$ cat src/rtl/record_producer_types.sv
// Shared types for the record producer and the record-consuming blocks it drives.
//   record_t                    : {x: signed 32, y: unsigned 32}, x in the upper half
//   record_producer_sections_t  : producer FSM states
package record_producer_types;

  typedef struct packed {
    logic signed [31:0] x;
    logic        [31:0] y;
  } record_t;

  typedef enum logic [1:0] {
    IDLE = 2'd0,
    SEND = 2'd1,
    RECV = 2'd2,
    DONE = 2'd3
  } record_producer_sections_t;

endpackage

$ cat src/rtl/record_seq_gen.sv
// Deterministic record sequence source for record_producer.
// Holds the transaction index (record.y) and the x accumulator (record.x).
// Ports:
//   clk, rst  : clock, asynchronous active-high reset
//   load      : restart the sequence at {x: X_START, y: 0}
//   advance   : step to the next record (x += X_STEP, y += 1)
//   rec       : current record, registered, packed as record_t
module record_seq_gen #(
  parameter logic signed [31:0] X_START = 32'sd0,
  parameter logic signed [31:0] X_STEP  = 32'sd1
) (
  input  logic        clk,
  input  logic        rst,
  input  logic        load,
  input  logic        advance,
  output logic [63:0] rec
);
  import record_producer_types::*;

  record_t rec_r;

  // Sequence register: load has priority over advance; x wraps mod 2^32.
  always_ff @(posedge clk or posedge rst) begin
    if (rst) begin
      rec_r <= '0;
    end else if (load) begin
      rec_r.x <= X_START;
      rec_r.y <= 32'd0;
    end else if (advance) begin
      rec_r.x <= rec_r.x + X_STEP;
      rec_r.y <= rec_r.y + 32'd1;
    end else begin
      rec_r <= rec_r;
    end
  end

  assign rec = rec_r;

endmodule

$ cat src/rtl/record_producer.sv
// Record producer: initiator for the record_t blocking-port protocol.
// Sends a deterministic sequence of records over a sync/notify output port,
// waits for a 32-bit result after each send and accumulates a checksum.
// Optional wait timeout in RECV is built only when RECORD_PRODUCER_TIMEOUT_EN
// is defined; otherwise timeout_err is tied 0.
// Ports:
//   clk, rst        : clock, asynchronous active-high reset
//   start           : one-cycle pulse, starts a run from IDLE or DONE
//   rec_out         : record offered to the consumer ({x, y})
//   rec_out_sync    : consumer ready; beat when rec_out_notify && rec_out_sync
//   rec_out_notify  : rec_out valid
//   res_in          : result from the consumer
//   res_in_sync     : res_in valid; beat when res_in_notify && res_in_sync
//   res_in_notify   : producer ready for res_in
//   done            : run complete
//   txn_count       : completed transactions in the current run
//   checksum        : sum of received results, mod 2^32
//   last_result     : most recently captured res_in
//   timeout_err     : sticky timeout flag
module record_producer #(
  parameter logic        [31:0] NUM_TXN = 32'd8,
  parameter logic signed [31:0] X_START = 32'sd0,
  parameter logic signed [31:0] X_STEP  = 32'sd1,
  parameter logic        [7:0]  TIMEOUT = 8'd255
) (
  input  logic        clk,
  input  logic        rst,
  input  logic        start,
  output logic [63:0] rec_out,
  input  logic        rec_out_sync,
  output logic        rec_out_notify,
  input  logic [31:0] res_in,
  input  logic        res_in_sync,
  output logic        res_in_notify,
  output logic        done,
  output logic [31:0] txn_count,
  output logic [31:0] checksum,
  output logic [31:0] last_result,
  output logic        timeout_err
);
  import record_producer_types::*;

  record_producer_sections_t state_r;
  logic        rec_out_notify_r;
  logic        res_in_notify_r;
  logic        done_r;
  logic [31:0] txn_count_r;
  logic [31:0] checksum_r;
  logic [31:0] last_result_r;

  logic        start_ok_s;
  logic        recv_fire_s;
  logic        last_txn_s;
  logic        advance_s;
  logic        timeout_hit_s;

  // A start pulse only counts while the producer is idle or finished.
  always_comb begin
    start_ok_s = 1'b0;
    case (state_r)
      IDLE, DONE: start_ok_s = start;
      SEND, RECV: start_ok_s = 1'b0;
      default:    start_ok_s = 1'b0;
    endcase
  end

  assign recv_fire_s = (state_r == RECV) && res_in_notify_r && res_in_sync;
  // NUM_TXN of zero means the run never ends.
  assign last_txn_s  = (NUM_TXN != 32'd0) && ((txn_count_r + 32'd1) == NUM_TXN);
  assign advance_s   = recv_fire_s && !last_txn_s;

  record_seq_gen #(
    .X_START (X_START),
    .X_STEP  (X_STEP)
  ) u_seq_gen (
    .clk     (clk),
    .rst     (rst),
    .load    (start_ok_s),
    .advance (advance_s),
    .rec     (rec_out)
  );

`ifdef RECORD_PRODUCER_TIMEOUT_EN
  logic [7:0] wait_cnt_r;
  logic       timeout_err_r;

  // A result beat always wins over a timeout that would fire in the same cycle.
  assign timeout_hit_s = (state_r == RECV) && !res_in_sync && ((wait_cnt_r + 8'd1) == TIMEOUT);

  // Wait counter: zero outside RECV so it starts clean on every RECV entry.
  always_ff @(posedge clk or posedge rst) begin
    if (rst) begin
      wait_cnt_r <= 8'd0;
    end else if (state_r != RECV) begin
      wait_cnt_r <= 8'd0;
    end else if (!res_in_sync) begin
      wait_cnt_r <= wait_cnt_r + 8'd1;
    end else begin
      wait_cnt_r <= wait_cnt_r;
    end
  end

  // Sticky timeout flag, cleared only by reset or a new run.
  always_ff @(posedge clk or posedge rst) begin
    if (rst) begin
      timeout_err_r <= 1'b0;
    end else if (start_ok_s) begin
      timeout_err_r <= 1'b0;
    end else if (timeout_hit_s) begin
      timeout_err_r <= 1'b1;
    end else begin
      timeout_err_r <= timeout_err_r;
    end
  end

  assign timeout_err = timeout_err_r;
`else
  logic unused_timeout_s;

  assign unused_timeout_s = ^TIMEOUT;
  assign timeout_hit_s    = 1'b0;
  assign timeout_err      = 1'b0;
`endif

  // Producer FSM with its handshake flags and result accumulators.
  always_ff @(posedge clk or posedge rst) begin
    if (rst) begin
      state_r          <= IDLE;
      rec_out_notify_r <= 1'b0;
      res_in_notify_r  <= 1'b0;
      done_r           <= 1'b0;
      txn_count_r      <= 32'd0;
      checksum_r       <= 32'd0;
      last_result_r    <= 32'd0;
    end else begin
      case (state_r)
        IDLE, DONE: begin
          if (start_ok_s) begin
            state_r          <= SEND;
            rec_out_notify_r <= 1'b1;
            res_in_notify_r  <= 1'b0;
            done_r           <= 1'b0;
            txn_count_r      <= 32'd0;
            checksum_r       <= 32'd0;
          end
        end
        SEND: begin
          if (rec_out_notify_r && rec_out_sync) begin
            state_r          <= RECV;
            rec_out_notify_r <= 1'b0;
            res_in_notify_r  <= 1'b1;
          end
        end
        RECV: begin
          if (recv_fire_s) begin
            last_result_r   <= res_in;
            checksum_r      <= checksum_r + res_in;
            txn_count_r     <= txn_count_r + 32'd1;
            res_in_notify_r <= 1'b0;
            if (last_txn_s) begin
              state_r <= DONE;
              done_r  <= 1'b1;
            end else begin
              state_r          <= SEND;
              rec_out_notify_r <= 1'b1;
            end
          end else if (timeout_hit_s) begin
            state_r         <= DONE;
            done_r          <= 1'b1;
            res_in_notify_r <= 1'b0;
          end
        end
        default: begin
          state_r          <= IDLE;
          rec_out_notify_r <= 1'b0;
          res_in_notify_r  <= 1'b0;
          done_r           <= 1'b0;
        end
      endcase
    end
  end

  assign rec_out_notify = rec_out_notify_r;
  assign res_in_notify  = res_in_notify_r;
  assign done           = done_r;
  assign txn_count      = txn_count_r;
  assign checksum       = checksum_r;
  assign last_result    = last_result_r;

endmodule

$ cat config.mk
export PLATFORM = sky130hd
export DESIGN_NAME = record_producer
export DESIGN_NICKNAME = d
export VERILOG_FILES = /design/src/rtl/record_producer_types.sv /design/src/rtl/record_seq_gen.sv /design/src/rtl/record_producer.sv
export SDC_FILE = /design/constraint.sdc
export NUM_CORES = 1
export LEC_CHECK = 0
export ABC_AREA = 1
export BUFFER_PORTS_ARGS = -buffer_cell sky130_fd_sc_hd__clkbuf_2
export CELL_PAD_IN_SITES_DETAIL_PLACEMENT = 2
export CELL_PAD_IN_SITES_GLOBAL_PLACEMENT = 2
export CORE_MARGIN = 3
export CORE_UTILIZATION = 33
export DETAILED_ROUTE_END_ITERATION = 7
export PLACE_DENSITY_LB_ADDON = 0.1
export SYNTH_ARGS = -nofsm -noshare
export SYNTH_HDL_FRONTEND = slang
export SYNTH_HIERARCHICAL = 1
export SYNTH_SLANG_ARGS = --single-unit
$ cat constraint.sdc
create_clock -name clk -period 8.6 [get_ports clk]
set_clock_uncertainty 0.2 [all_clocks]
set_input_delay 1.72 -clock clk [delete_from_list [all_inputs] [get_ports clk]]
set_output_delay 1.72 -clock clk [all_outputs]
set_load 0.005 [all_outputs]
==> metrics.md <==
| Metric | Value |
|---|---|
| Status | `complete, no violations` |
| Via count | `approximately 11,000` |
| MaxCap Viol Count | `0` |
| Hold Crit Class | `flip-flop to flip-flop` |
| Die width | `approximately 180 um` |
| Endpoints failing hold | `0` |
| Clk buf depth | `2` |
| Dpl cells | `approximately 2,100` |
| Hold Path Origin | `last_result[3]$_DFFE_PP0P_` |
| Finished Cell Area | `between 10,000 and 15,000 um^2` |
| Reg clk slew, reported paths | `about 60 ps` |
| Cts repair resizes | `0` |
| Global-route wire length before repair | `around 66 mm` |
| Crit end category | `flip-flop` |
| Crit-path max FO | `39` |
| Post-Synthesis Cells | `roughly 1,500` |
| Tot Pwr | `~2.5 mW` |
| Crit path cell chain | `clkbuf_2 -> nand3_2 -> nor2_4 -> buf_4 -> inv_2 -> a21oi_1 -> o21ai_0 -> nand2_1` |
| Leak | `roughly 6.6 nW` |
| Setup violations, final | `0` |
| RSZ-0062 raised after global routing | `false` |
| Crit share post-route | `about half` |
| FF-to-FF setup slack | `4730 ps` |
| Dpl cell area | `~12,000 um^2` |
| Slew margin rel. | `between 30% and 40%` |
| Syn nets | `around 1,600` |
| Slew Limit Fails | `0` |
| Drt drc | `0` |
| Initial antenna violation count | `2` |
| Largest net degree at the start of global routing | `65` |
| WL met3 | `1.09 mm` |
| Pwr dens | `~200 nW/um^2` |
| Number of library cell types mapped by synthesis | `46` |
| Clock Latency Late Sink | `440 ps` |
| Average wire per standard cell | `19.1 um` |
| TritonCTS clock tree | `done` |
| Reg2reg end | `u_seq_gen/rec[17]$_DFFE_PP0P_` |
| Post-synth EDFFs | `0` |
| Die ar. | `33,700 um^2` |
| Drt pass-1 iters | `5` |
| Synth Warn # | `6` |
| Max Used Layer | `met4` |
| Met1 WL | `roughly 19 mm` |
| Max stage delay on crit path | `approximately 700 ps` |
| Worst Reg-to-Reg Cells | `21` |
| Total clock buffers created by CTS | `17` |
| H-tree Lvls | `4` |
| Core area | `30,800 um^2` |
| Hold Path Sink | `last_result[3]$_DFFE_PP0P_` |
| Synthesized area per cell | `approximately 7 um^2` |
| Arr. time, crit path | `about 4400 ps` |
| Die height | `184 um` |
| Final worst path period need | `4180 ps` |
| # rows | `64` |
| Share of post-route cells with drive strength above 1 | `about 16%` |
| Post-Syn Area | `10,400 um^2` |
| Initial core utilization | `approximately 34%` |
| RD Place Congestion | `0.809` |
| P&R area growth vs syn | `19.9%` |
| Met2 routed WL | `20.1 mm` |
| Worst IR drop on VDD | `between 0.0001 and 0.00015 V` |
| Post-CTS Setup Inserts | `0` |
| IO Count | `201` |
| Setup TNS Final | `0 ps` |
| Critical Setup Path Class | `input port to flip-flop` |
| Initial DRC Count | `around 470` |
| Worst Hold Path Cells | `2` |
| Worst Max-Slew Pin Slew | `941 ps` |
| #FFs+latches synth | `165` |
| Final Non-Filler Cells | `approximately 2,100` |
| Via-per-instance ratio | `about 5.2` |
| Ys async rst share | `100%` |
| Worst r2r src | `txn_count[0]$_DFFE_PP0P_` |
| Clk Tree Root Cell | `clkbuf_16` |
| All-Layer GR Usage | `between 20% and 30%` |
| Clk sinks | `about 170` |
| Number of global-route vias before repair | `roughly 12,000` |
| Slowest CP cell | `nand3_2` |
| Required time worst endpoint | `between 8000 and 9000 ps` |
| Final setup margin | `between 4000 and 5000 ps` |
| Fmax | `between 0.2 and 0.25 GHz` |
| I/O Buffers | `199` |
| Top_reg_cell synth | `dfrtp_1` |
| Routed Antenna Nets | `0` |
| Total Wirelength | `slightly above 40 mm` |
| Hold_buf cts | `0` |
| Setup WS pre-CTS | `3950 ps` |
| Kind of start point of the critical path | `input port` |
| Nets | `about 1,800` |
| Grt total ovfl | `0` |
| HPWL Detailed | `~30 mm` |
| Sequential share of the synthesized area | `39.7%` |
cell usage after synthesis (3+ instances only):
library cell | number | share of area [%]
nand2_2 | 5 | 0.30
dfrtp_1 | 165 | 40
nand3_1 | 93 | 4.5
nand2_1 | 512 | 18
nand2_4 | 4 | 0.43
clkbuf_1 | 19 | 0.69
o22ai_1 | 9 | 0.54
xor2_1 | 7 | 0.59
a21oi_1 | 96 | 4.6
nor2_2 | 8 | 0.48
o21ai_0 | 98 | 4.7
buf_1 | 3 | 0.11
nor3_1 | 13 | 0.63
or2_2 | 3 | 0.18
nor2_8 | 3 | 0.58
ha_1 | 37 | 4.5
a31oi_1 | 6 | 0.36
inv_1 | 157 | 5.7
nor2_4 | 12 | 1.3
a22o_1 | 5 | 0.42
nor2_1 | 214 | 7.7
a21o_1 | 6 | 0.43
nand4_1 | 14 | 0.84
final cells by class:
| cell class | instances | area [um^2] |
|---|---|---|
| antenna | 2 | 5.00 |
| clock buffer | 23 | 478 |
| clock inverter | 8 | 146 |
| fill | 3766 | 18400 |
| inverter | 159 | 599 |
| multi-input combinational | 1169 | 5580 |
| sequential | 165 | 4130 |
| tap | 396 | 495 |
| timing repair buffer | 205 | 1040 |
worst max-delay path: cells and delay by family:
kind                   cells  cell delay (ps)
AO/OA/AOI/OAI              2              420
buffers and inverters      3              990
AND/OR/NAND/NOR            3             1190
routing by layer:
| metal | vias up | global-route usage (%) |
|---|---|---|
| met3 | 33 | 3.24 |
| met1 | 5598 | 31.8 |
| met5 | - | 0 |
| met2 | 177 | 42.8 |
| met4 | 0 | 6.25 |
| li1 | 5268 | - |
worst max-delay path by stage:
stage	cells past startpoint	from	slack, ps	to
after floorplan	1	rst	4030	checksum[0]$_DFFE_PP0P_
after global placement	8	res_in_sync	4020	done$_DFFE_PP0P_
after detailed placement	8	res_in_sync	3950	done$_DFFE_PP0P_
after CTS	8	res_in_sync	4410	done$_DFFE_PP0P_
after global routing	8	res_in_sync	4220	done$_DFFE_PP0P_
final	8	res_in_sync	4420	checksum[20]$_DFFE_PP0P_
flip-flops by register name (all words and copies together) (netlist names):
signal / count
checksum: 32
done: 1
u_seq_gen/rec: 64
last_result: 32
txn_count: 32
rec_out_notify: 1
res_in_notify: 1
state_r: 2
metrics by stage:
stage	utilization, %	hold slack [ps]
global placement	38.4	266
detailed placement	38.4	268
finish	40.5	279
floorplan	-	272
CTS	40.4	286
global route	40.5	322
power breakdown:
part / internal, mW / switching, mW / total [mW]
Clock: 0.509 / 0.337 / 0.846
Combinational: 0.225 / 0.469 / 0.694
Sequential: 0.880 / 0.0816 / 0.962
cells by family after synthesis:
| logic type | after synthesis | share of synthesized area (%) |
|---|---|---|
| AND/OR/NAND/NOR | 891 | 36.2 |
| buffers and inverters | 186 | 6.88 |
| flip-flops | 165 | 39.7 |
| adder cells (fa/ha/maj) | 38 | 4.64 |
| other | 1 | 0.0361 |
| AO/OA/AOI/OAI | 231 | 11.9 |
| XOR/XNOR | 8 | 0.674 |
layout by cell type (no fill, tap or decap), types with 7 or more instances in the layout:
cell       instances
nor2_1           212
nor3_1            13
nand4_1           14
xor2_1             7
o22ai_1            9
inv_1            155
nor2_2             8
nand3_1           92
dfrtp_1          165
nor2_4            14
a21oi_1           96
clkbuf_2         199
o21ai_0           98
nand2_1          512
ha_1              37
clkbuf_16         17
Note: power is estimated with default switching activity, not from simulation.
